--- config.mk ---
export PLATFORM = sky130hd
export DESIGN_NAME = gnrc_frac_counter_bank
export DESIGN_NICKNAME = d
export VERILOG_FILES = /design/src/rtl/gnrc_frac_pkg.sv /design/src/rtl/gnrc_frac_chan.sv /design/src/rtl/gnrc_frac_counter_bank.sv
export SDC_FILE = /design/constraint.sdc
export NUM_CORES = 1
export LEC_CHECK = 0
export ABC_AREA = 1
export CORE_UTILIZATION = 62
export CTS_BUF_LIST = sky130_fd_sc_hd__clkbuf_8
export DETAILED_ROUTE_END_ITERATION = 10
export PLACE_DENSITY_LB_ADDON = 0.25
export SLEW_MARGIN = 10
export SYNTH_ARGS = -nofsm -noshare
export SYNTH_HDL_FRONTEND = slang
export SYNTH_SLANG_ARGS = --single-unit
export TNS_END_PERCENT = 30
--- constraint.sdc ---
create_clock -name clk_i -period 31.1 [get_ports clk_i]
set_clock_uncertainty 0.2 [all_clocks]
set_input_delay 3.11 -clock clk_i [delete_from_list [all_inputs] [get_ports clk_i]]
set_output_delay 3.11 -clock clk_i [all_outputs]
set_load 0.05 [all_outputs]
--- src/rtl/gnrc_frac_pkg.sv ---
// Shared types and config validity check for the fractional counter bank.
//   mode_e       : channel mode (WRAP / ONESHOT; 2 and 3 reserved)
//   chan_state_e : per-channel state (IDLE / RUN / DONE)
//   frac_cfg_ok  : 1 when a {max, inc, mode} triple is legal
package gnrc_frac_pkg;

   // Counter widths up to this value are supported by frac_cfg_ok.
   localparam int unsigned FRAC_CFG_W = 64;

   typedef enum logic [1:0] {
      MODE_WRAP    = 2'd0,
      MODE_ONESHOT = 2'd1
   } mode_e;

   typedef enum logic [1:0] {
      ST_IDLE = 2'd0,
      ST_RUN  = 2'd1,
      ST_DONE = 2'd2
   } chan_state_e;

   // Legal config: non-zero modulus, increment strictly below it, known mode.
   function automatic logic frac_cfg_ok(input logic [FRAC_CFG_W-1:0] max_v,
                                        input logic [FRAC_CFG_W-1:0] inc_v,
                                        input logic [1:0]            mode_v);
      return (max_v != '0) && (inc_v < max_v) && (mode_v <= 2'd1);
   endfunction

endpackage

--- src/rtl/gnrc_frac_chan.sv ---
// One fractional counter channel: FSM, shadow config slot and modulo arithmetic.
//   clk_i, arst_i         : clock, async active-high reset
//   en_i, clr_i, down_i   : step enable, sync clear, direction (1 = subtract)
//   cfg_we_i              : validated config addressed to this channel
//   cfg_max_i/inc_i/mode_i: config payload; cfg_imm_i selects immediate commit
//   pend_o                : shadow slot occupied
//   cnt_o, ovf_o, done_o  : accumulator, wrap pulse, sticky one-shot done
module gnrc_frac_chan
   import gnrc_frac_pkg::*;
#(
   parameter int unsigned N = 16
) (
   input  logic         clk_i,
   input  logic         arst_i,
   input  logic         en_i,
   input  logic         clr_i,
   input  logic         down_i,
   input  logic         cfg_we_i,
   input  logic [N-1:0] cfg_max_i,
   input  logic [N-1:0] cfg_inc_i,
   input  mode_e        cfg_mode_i,
   input  logic         cfg_imm_i,
   output logic         pend_o,
   output logic [N-1:0] cnt_o,
   output logic         ovf_o,
   output logic         done_o
);

   chan_state_e  state_q, state_d;
   logic [N-1:0] cnt_q, cnt_d;
   logic         ovf_q, ovf_d;
   logic         done_q, done_d;
   logic [N-1:0] max_q, max_d, inc_q, inc_d;
   mode_e        mode_q, mode_d;
   logic         pend_q, pend_d;
   logic [N-1:0] pmax_q, pmax_d, pinc_q, pinc_d;
   mode_e        pmode_q, pmode_d;

   logic [N:0]   up_sum_c, dn_sum_c;
   logic [N-1:0] step_cnt_c;
   logic         wrap_c, step_c, imm_commit_c, def_commit_c;

   // Registers
   always_ff @(posedge clk_i or posedge arst_i) begin
      if (arst_i) begin
         state_q <= ST_IDLE;
         cnt_q   <= '0;
         ovf_q   <= 1'b0;
         done_q  <= 1'b0;
         max_q   <= '0;
         inc_q   <= '0;
         mode_q  <= MODE_WRAP;
         pend_q  <= 1'b0;
         pmax_q  <= '0;
         pinc_q  <= '0;
         pmode_q <= MODE_WRAP;
      end else begin
         state_q <= state_d;
         cnt_q   <= cnt_d;
         ovf_q   <= ovf_d;
         done_q  <= done_d;
         max_q   <= max_d;
         inc_q   <= inc_d;
         mode_q  <= mode_d;
         pend_q  <= pend_d;
         pmax_q  <= pmax_d;
         pinc_q  <= pinc_d;
         pmode_q <= pmode_d;
      end
   end

   // Next state: step with active parameters, then commits, then clear
   always_comb begin
      state_d = state_q;
      cnt_d   = cnt_q;
      ovf_d   = 1'b0;
      max_d   = max_q;
      inc_d   = inc_q;
      mode_d  = mode_q;
      pend_d  = pend_q;
      pmax_d  = pmax_q;
      pinc_d  = pinc_q;
      pmode_d = pmode_q;

      up_sum_c = (N+1)'(cnt_q) + (N+1)'(inc_q);
      dn_sum_c = (N+1)'(cnt_q) + (N+1)'(max_q) - (N+1)'(inc_q);
      if (down_i) begin
         wrap_c     = (cnt_q < inc_q);
         step_cnt_c = wrap_c ? N'(dn_sum_c) : (cnt_q - inc_q);
      end else begin
         wrap_c     = (up_sum_c >= (N+1)'(max_q));
         step_cnt_c = wrap_c ? N'(up_sum_c - (N+1)'(max_q)) : N'(up_sum_c);
      end

      step_c       = (state_q == ST_RUN) && en_i && !clr_i;
      // An idle channel never wraps, so a deferred config to it commits at once.
      imm_commit_c = cfg_we_i && (cfg_imm_i || (state_q == ST_IDLE));
      def_commit_c = pend_q && step_c && wrap_c;

      if (step_c) begin
         cnt_d = step_cnt_c;
         ovf_d = wrap_c;
         if (wrap_c && (mode_q == MODE_ONESHOT)) state_d = ST_DONE;
      end

      if (cfg_we_i && !imm_commit_c) begin
         pend_d  = 1'b1;
         pmax_d  = cfg_max_i;
         pinc_d  = cfg_inc_i;
         pmode_d = cfg_mode_i;
      end

      // Commits take effect after this edge; cnt keeps its value.
      if (imm_commit_c) begin
         max_d   = cfg_max_i;
         inc_d   = cfg_inc_i;
         mode_d  = cfg_mode_i;
         state_d = ST_RUN;
      end else if (def_commit_c) begin
         max_d   = pmax_q;
         inc_d   = pinc_q;
         mode_d  = pmode_q;
         pend_d  = 1'b0;
         state_d = ST_RUN;
      end

      if (clr_i) begin
         cnt_d = '0;
         if (state_q == ST_DONE) state_d = ST_RUN;
      end

      done_d = (state_d == ST_DONE);
   end

   assign pend_o = pend_q;
   assign cnt_o  = cnt_q;
   assign ovf_o  = ovf_q;
   assign done_o = done_q;

endmodule

--- src/rtl/gnrc_frac_counter_bank.sv ---
// Multi-channel fractional counter bank (rate / strobe generator).
//   clk_i, arst_i        : clock, async active-high reset
//   cfg_valid_i/ready_o  : config handshake, cfg_ch_i selects the channel
//   cfg_max_i/inc_i/mode_i/imm_i : config payload
//   cfg_err_o            : one-cycle pulse after an accepted but rejected config
//   en_i, clr_i, down_i  : per-channel step enable, clear, direction
//   cnt_o, ovf_o, done_o : per-channel accumulator, wrap pulse, one-shot done
module gnrc_frac_counter_bank
   import gnrc_frac_pkg::*;
#(
   parameter  int unsigned N  = 16,
   parameter  int unsigned CH = 4,
   localparam int unsigned CW = (CH > 1) ? $clog2(CH) : 1
) (
   input  logic            clk_i,
   input  logic            arst_i,
   input  logic            cfg_valid_i,
   output logic            cfg_ready_o,
   input  logic [CW-1:0]   cfg_ch_i,
   input  logic [N-1:0]    cfg_max_i,
   input  logic [N-1:0]    cfg_inc_i,
   input  logic [1:0]      cfg_mode_i,
   input  logic            cfg_imm_i,
   output logic            cfg_err_o,
   input  logic [CH-1:0]   en_i,
   input  logic [CH-1:0]   clr_i,
   input  logic [CH-1:0]   down_i,
   output logic [CH*N-1:0] cnt_o,
   output logic [CH-1:0]   ovf_o,
   output logic [CH-1:0]   done_o
);

   logic [CH-1:0] hit_c, pend_c, cfg_we_c;
   logic          cfg_ok_c, accept_c;
   logic          cfg_err_q, cfg_err_d;

   // Channel decode, ready mux and validity; out-of-range channels are rejected.
   always_comb begin
      hit_c       = '0;
      cfg_ready_o = 1'b1;
      for (int unsigned i = 0; i < CH; i++) begin
         hit_c[i] = (cfg_ch_i == CW'(i));
         if (hit_c[i]) cfg_ready_o = !pend_c[i];
      end
      cfg_ok_c  = frac_cfg_ok(FRAC_CFG_W'(cfg_max_i), FRAC_CFG_W'(cfg_inc_i), cfg_mode_i);
      accept_c  = cfg_valid_i && cfg_ready_o;
      cfg_we_c  = hit_c & {CH{accept_c && cfg_ok_c}};
      cfg_err_d = accept_c && (!cfg_ok_c || !(|hit_c));
   end

   always_ff @(posedge clk_i or posedge arst_i) begin
      if (arst_i) cfg_err_q <= 1'b0;
      else        cfg_err_q <= cfg_err_d;
   end

   assign cfg_err_o = cfg_err_q;

   for (genvar g = 0; g < CH; g++) begin : g_chan
      gnrc_frac_chan #(.N(N)) u_chan (
         .clk_i      (clk_i),
         .arst_i     (arst_i),
         .en_i       (en_i[g]),
         .clr_i      (clr_i[g]),
         .down_i     (down_i[g]),
         .cfg_we_i   (cfg_we_c[g]),
         .cfg_max_i  (cfg_max_i),
         .cfg_inc_i  (cfg_inc_i),
         .cfg_mode_i (mode_e'(cfg_mode_i)),
         .cfg_imm_i  (cfg_imm_i),
         .pend_o     (pend_c[g]),
         .cnt_o      (cnt_o[g*N +: N]),
         .ovf_o      (ovf_o[g]),
         .done_o     (done_o[g])
      );
   end

endmodule

# After elaboration in Yosys (flattened, before gate mapping)
# Index checks and enable logic that the tools add are counted.
# op_classes
n_addsub,20
multipliers,0
div,0
magnitude_cmp,10
n_eq_ne,19
shift,0
mux,92
bitwise_logic,1
n_reduce_logical,67
# op_table
op,count
16-bit 2-to-1 mux,36
16-bit subtractor,12
16-bit less-than comparator,5
16-bit by 16-bit adder with 17-bit output,4
17-bit by 16-bit greater-or-equal comparator with 1-bit output,4
16-bit adder,4
2-bit 2-to-1 mux,32
1-bit logical AND,33
1-bit 2-to-1 mux,24
"2-bit equality test, second input constant",10
"2-bit by 1-bit equality test with 1-bit output, second input constant",9
16-bit nonzero test,1
2-bit nonzero test,8
1-bit zero test,14
2-bit zero test,5
1-bit logical OR,5
4-bit bitwise AND,1
4-bit OR reduction,1
"2-bit by 1-bit less-or-equal comparator with 1-bit output, second input constant",1
# word_totals
ff_bits,357
latch_bits,0
ramBits,0
rom_bits,0
input_bits,52
out_inout_bits,74
word_cells,254
n_memories,0

# Logic depth before layout (Yosys ltp)
# Gate-level depths: netlist of the first run.
# logic_depth
depth_word,14
ltp_mapped,30
ltp_nobuf,29

# Cells and area by module
# A second synthesis of the first run with hierarchy kept.
# unflattened
hier_cells,4616
area_unflattened_um2,32701.4
# modules_own_cells
mod,instances,cells_each,area_per_inst_um2,seq_area_each_um2
gnrc_frac_chan (g_chan[0].u_chan),1,1181,8326.7,2227.1
gnrc_frac_chan (g_chan[1].u_chan),1,1168,8002.7,2227.1
gnrc_frac_chan (g_chan[3].u_chan),1,1092,7921.3,2227.1
gnrc_frac_chan (g_chan[2].u_chan),1,1083,7890.1,2227.1
gnrc_frac_counter_bank,1,92,560.5,25.0

# Worst setup path after synthesis of the first run
# No wires, ideal clock.
# synth_path
path_kind,in2out
start,input port cfg_ch_i[0]
end,output port cfg_ready_o
t_arrival_ns,3.872
required_ns,27.790
slack_ns,23.918
path_stages,4
path_buffers,0
cell_sequence,inv_1 nor2_1 a22o_1 o22ai_2
# synth_between
elab_chain_len,5
elab_cells_between_ends,8
cone_classes,3 x eq/ne; 4 x mux; 1 x reduce/logical
# synth_lines
item,line,text
from (decl),gnrc_frac_counter_bank.sv:19,"input logic [CW-1:0] cfg_ch_i,"
2-bit zero test,gnrc_frac_counter_bank.sv:42,hit_c[i] = (cfg_ch_i == CW'(i));
1-bit 2-to-1 mux (3 in a row),gnrc_frac_counter_bank.sv:43,if (hit_c[i]) cfg_ready_o = !pend_c[i];
1-bit 2-to-1 mux *,gnrc_frac_counter_bank.sv:43,
to (decl),gnrc_frac_counter_bank.sv:18,"output logic cfg_ready_o,"
# Mark *: on every way between the ends. The rest lies on a longest branch, timed or not.

# Final worst setup path of the first run
# Ends and elaborated chain as after synthesis.

==> qor.csv, run 1 <==
metric,value,unit
# DRC,0,
1st-pass router iterations,6,
Max Cap Viol,0,
Tmin final,8.26,ns
synth warn,0,
largest area contributor in the netlist,dfrtp_1,
Syn Inst Count,4419,
nature of the critical path endpoint,output pin,
predominant post-synthesis flop cell,dfrtp_1,
post-synthesis cell type count,63,
DP Wirelength,74900,um
Ports,126,
"top cells by area, synth","dfrtp_1, nand2_1, ha_1, nand3_1, inv_1",
commonest cells in the netlist,"nand2_1, inv_1, nand3_1",
Critical Path RT,27.79,ns
CTS Root Cell,clkbuf_8,
final-report setup violation count,0,
Setup Crit Path Kind,in2out,
clk sink count,357,
Syn Area/Cell,7.14,um2
Layout fillers,4386,
Die ar.,51800,um2
synthesized area,31600,um2
Compound-Gate Fraction of Synth Area,0.126,
"Arr. time, crit path",4.95,ns
Die Width,228,um
final WL,99300,um
initial antenna violation count,3,
Post-DRT Antenna Nets,0,
RSZ-0062 raised after global routing,false,
Final Hold Viols,0,
# rows,82,
post_cts resized,0,
CTS Hold Bufs,0,
first-pass GRT wire length,154000,um
Synth Net Count,4810,
Synth Area in Simple Gates,0.282,
gr ovfl total,0,
wire length per cell,19.0,um
Max Slew Vio Count,0,
largest net degree at the start of global routing,189,
1st-iter DRT viols,3078,
status,completed,
Total Routing Usage GR,0.386,
crit share post-route,0.266,
largest family of logic cells by synthesized area,simple AND/OR/NAND/NOR gates,
Initial Utilization,0.629,
asr flop ratio synth,1.00,
Hold Crit Class,reg2reg,
proportion of layout cells with a drive suffix above 1,0.0608,
vias in the first global route,28600,
clk slew on worst S/H paths,0.06,ns
Die Ht,228,um
"reg-to-reg slack, setup",25.57,ns
critical path peak fanout,4,
routability cong.,1.00,
IO buf count,125,
top cell type's share of synthesized area,0.283,
Via-to-Cell Ratio,5.77,
max frequency,121,MHz
post-synthesis adder-cell area fraction,0.152,
"flops & latches, synth",357,
Post-synth EDFFs,0,
post-synthesis mux area share,0,
Post-Synth XOR/XNOR Area,0.0483,
CTS Buf Count,61,
CTS tree,yes,
Tightest Pin Transition,1.20,ns
CTS H-tree lvls,2,
P&R area growth vs syn,8.75,%
Post-CTS Setup Bufs,0,
fin nets,4884,
clock insertion delay at the later pin of the skew report,0.69,ns
sequential fraction of the synthesis area,0.283,
core area,50200,um2
vias,30100,
TNS Setup,0,ns
CTS max path bufs,3,
dominant cell by count in the synthesized netlist,nand2_1,
Max-Slew Margin vs Limit,0.196,
CP Launch Type,input pin,
-- layout by cell type (no fill, tap or decap), types with 5 or more instances in the layout --
cell,count
o21ai_1,55
nor2_2,7
nor2_1,214
or2_2,15
nand2_2,38
o21bai_1,23
nand3b_1,11
inv_1,661
nand3_2,43
clkinv_2,11
a31oi_1,19
nor3_1,30
nand2_1,1119
a21o_1,15
fa_1,72
dfrtp_1,357
o211ai_1,36
o21a_1,12
o22ai_1,9
buf_4,27
nand4_1,27
ha_1,267
a21oi_1,244
o31ai_1,5
clkbuf_8,72
clkdlybuf4s50_1,125
bufinv_16,6
nand3_1,485
o21ai_2,6
o21ai_0,265
a21boi_0,15
xor2_1,128
nor4_1,7
inv_2,21
xnor2_1,46
-- metal layers --
layer	wire length [um]	GRT usage	up-vias	part of all wire
met2	43800	0.600	1364	0.44
met4	4980	0.182	2	0.050
li1	-	-	14400	-
met5	62	0	-	0.00062
met1	41300	0.523	14000	0.42
met3	9200	0.0702	286	0.093
-- worst max-delay path: stages --
cell	delay (ns)
clkdlybuf4s50_1	0.51
inv_1	0.07
nor2_1	0.25
a22o_1	0.21
o22ai_2	0.08
clkdlybuf4s50_1	0.72
-- sequential cells by signal (all words and copies together) (netlist names) --
register and cells:
cfg_err_o 1, g_chan.u_chan.cnt_o 64, g_chan.u_chan.done_o 4, g_chan.u_chan.inc_q 64, g_chan.u_chan.max_q 64, g_chan.u_chan.mode_q 8
g_chan.u_chan.ovf_o 4, g_chan.u_chan.pend_o 4, g_chan.u_chan.pinc_q 64, g_chan.u_chan.pmax_q 64, g_chan.u_chan.pmode_q 8, g_chan.u_chan.state_q 8
-- layout make-up --
class | instances | area [um2] | area share
multi-input combinational | 3246 | 19200 | 0.559
sequential | 357 | 8930 | 0.260
inverter | 674 | 2550 | 0.0743
timing repair buffer | 153 | 1470 | 0.0429
clock buffer | 72 | 991 | 0.0289
tap | 672 | 841 | 0.0245
clock inverter | 38 | 338 | 0.00984
antenna | 2 | 5.00 | 0.000146
-- per-stage QoR --
step,instance area (um2),utilization,hold WS (ns),worst slack (ns),instances
4_1_cts,34300,0.684,0.274,22.85,5212
3_5_place_dp,33000,0.658,0.270,22.86,5102
5_1_grt,34300,0.684,0.302,22.77,5212
3_3_place_gp,33000,0.658,0.264,22.87,5102
6_report,34300,0.684,0.282,22.84,5214
2_1_floorplan,31600,-,0.252,17.88,4419
-- final timing paths --
| check | startpoint | to | depth (start not counted) |
|---|---|---|---|
| hold reg to reg | g_chan[3].u_chan.pmax_q[8]$_DFFE_PP0P_ | g_chan[3].u_chan.max_q[8]$_DFFE_PP0P_ | 2 |
| setup / recovery | cfg_ch_i[0] | cfg_ready_o | 6 |
| max in group asynchronous | arst_i | g_chan[0].u_chan.cnt_o[9]$_DFFE_PP0P_ | 3 |
| min in group asynchronous | arst_i | g_chan[2].u_chan.inc_q[1]$_DFFE_PP0P_ | 2 |
| setup reg to reg | g_chan[3].u_chan.inc_q[2]$_DFFE_PP0P_ | g_chan[3].u_chan.max_q[13]$_DFFE_PP0P_ | 23 |
| hold / removal | g_chan[3].u_chan.pmax_q[8]$_DFFE_PP0P_ | g_chan[3].u_chan.max_q[8]$_DFFE_PP0P_ | 2 |
-- cells by family after synthesis --
kind of cell               Yosys count
and+or+nand+nor                   2014
xor gates and xnor gates           174
adders and majority gates          339
DFF                                357
buffers and inverters              816
AOI/OAI and AO/OA                  719
Power of run 1 is not shown: default switching activity piles up to over one toggle a cycle in this logic, so the estimate is an artifact.
==> run 2, diff against run 1 <==
clock period = 8.6 ns   (was 31.1 ns; I/O delays follow)
==> run 2 against run 1 <==
Compared with the run above: count of clock-buffer cells in the layout rose by 5; die area unchanged; non-clock buffer count is 7 higher; critical path depth up 17; largest cell class unchanged.
==> qor.csv, run 2 (same netlist as run 1, synthesis figures left out) <==
metric,value,unit
first-pass GRT wire length,154000,um
"reg-to-reg slack, setup",3.10,ns
clk slew on worst S/H paths,0.06,ns
Via-to-Cell Ratio,5.80,
Max Slew Vio Count,0,
Ports,126,
Min-Delay Endpoint,g_chan[1].u_chan.max_q[6]$_DFFE_PP0P_,
Initial Utilization,0.629,
Die ar.,51800,um2
largest net degree at the start of global routing,150,
crit share post-route,0.640,
Die Width,228,um
Hold Crit Class,reg2reg,
nature of the critical path endpoint,register,
"most common cell after layout, fill and taps aside",nand2_1,
routability cong.,0.993,
P&R area growth vs syn,9.02,%
clk sink count,357,
IO buf count,125,
post_cts resized,0,
Tmin final,5.50,ns
clock insertion delay at the later pin of the skew report,0.70,ns
Post-DRT Antenna Nets,0,
CTS H-tree lvls,2,
Die Ht,228,um
CP Launch Type,register,
# DRC,0,
RSZ-0062 raised after global routing,false,
Tightest Pin Transition,1.16,ns
footprint of the multi-input gates,19200,um2
Final Hold Viols,0,
status,completed,
FF-to-FF Start,g_chan[3].u_chan.inc_q[2]$_DFFE_PP0P_,
proportion of layout cells with a drive suffix above 1,0.0622,
vias in the first global route,28000,
hold path start,g_chan[1].u_chan.max_q[6]$_DFFE_PP0P_,
fin nets,4891,
most frequent cells in the layout,"nand2_1, inv_1, nand3_1",
TNS Setup,0,ns
Max Cap Viol,0,
Post-CTS Setup Bufs,0,
Total Routing Usage GR,0.388,
final WL,100000,um
CTS Root Cell,clkbuf_8,
wire length per cell,19.2,um
Setup Crit Path Kind,reg2reg,
final-report setup violation count,0,
vias,30300,
FF/Latch Area,8930,um2
critical path peak fanout,38,
post-layout util,0.686,
CTS max path bufs,3,
Layout fillers,4444,
max frequency,182,MHz
Min-Delay Path Depth,2,
worst reg2reg path depth,23,
Max-Slew Margin vs Limit,0.225,
core area,50200,um2
CTS Buf Count,61,
Critical Path RT,9.03,ns
Reg2Reg Capture Point,g_chan[3].u_chan.max_q[4]$_DFFE_PP0P_,
1st-iter DRT viols,2983,
"Arr. time, crit path",5.93,ns
gr ovfl total,0,
Placed Area,33000,um2
# rows,82,
CTS tree,yes,
CTS Hold Bufs,0,
DP Wirelength,76800,um
Final Cell Area,34400,um2
initial antenna violation count,2,
1st-pass router iterations,5,
==> run 2: changes by cell type in the layout (fill, tap and decap cells not counted) <==
| cell | delta |
|---|---|
| clkbuf_8 | +5 |
| diode_2 | -1 |
| nor2_4 | -1 |
| inv_6 | -1 |
| nand3_2 | -1 |
| inv_8 | -1 |
| buf_4 | +7 |
| clkinv_2 | -3 |
| nand3_4 | +1 |
| nor2_2 | +1 |
==> run 2: worst max-delay path by stage <==
stage                                           from                                endpoint  slack, ns
2_1_floorplan                                 arst_i                     cfg_err_o$_DFF_PP0_       2.76
3_3_place_gp   g_chan[3].u_chan.inc_q[2]$_DFFE_PP0P_  g_chan[3].u_chan.inc_q[12]$_DFFE_PP0P_       3.33
3_5_place_dp   g_chan[3].u_chan.inc_q[2]$_DFFE_PP0P_   g_chan[3].u_chan.max_q[4]$_DFFE_PP0P_       3.23
4_1_cts        g_chan[3].u_chan.inc_q[2]$_DFFE_PP0P_   g_chan[3].u_chan.max_q[4]$_DFFE_PP0P_       3.21
5_1_grt        g_chan[3].u_chan.inc_q[2]$_DFFE_PP0P_   g_chan[3].u_chan.max_q[3]$_DFFE_PP0P_       2.74
6_report       g_chan[3].u_chan.inc_q[2]$_DFFE_PP0P_   g_chan[3].u_chan.max_q[4]$_DFFE_PP0P_       3.10
==> run 2: layout make-up <==
cell class	instances	area share
Multi-Input combinational cell	3246	0.558
Sequential cell	357	0.260
Inverter	674	0.0740
Timing Repair Buffer	160	0.0444
Clock buffer	77	0.0308
Tap cell	672	0.0244
Clock inverter	33	0.00891
Antenna cell	1	0.0000727
==> run 2: stage by stage <==
stage / instances / hold WS [ns] / setup WS [ns]
floorplan: 4419 / 0.252 / 2.76
global placement: 5109 / 0.264 / 3.33
detailed placement: 5109 / 0.270 / 3.23
CTS: 5219 / 0.285 / 3.21
global route: 5219 / 0.304 / 2.74
finish: 5220 / 0.280 / 3.10
==> run 2: critical path: stages (launching register included) <==
cell	delay (ns)
dfrtp_1	0.46
inv_1	0.07
ha_1	0.41
inv_1	0.08
o21ai_0	0.52
o21ai_0	0.32
nand2_1	0.12
nand2_1	0.13
nand2_1	0.10
nand2_1	0.06
xor2_1	0.16
ha_1	0.36
nand2_1	0.09
nor2_1	0.18
nand2_1	0.09
o21ai_0	0.22
a21oi_1	0.13
nand4_1	0.21
nand2_1	0.09
inv_2	0.07
nand2_2	0.41
inv_2	0.67
nand2_1	0.14
nand3_1	0.11
==> run 2: per-layer routing <==
metal	vias up	track usage	routed length, um
met2	1278	0.614	44800
li1	14500	-	-
met3	265	0.0573	8130
met5	-	0	64
met1	14300	0.526	42500
met4	4	0.177	4780
Power of run 2 is left out for the same reason.
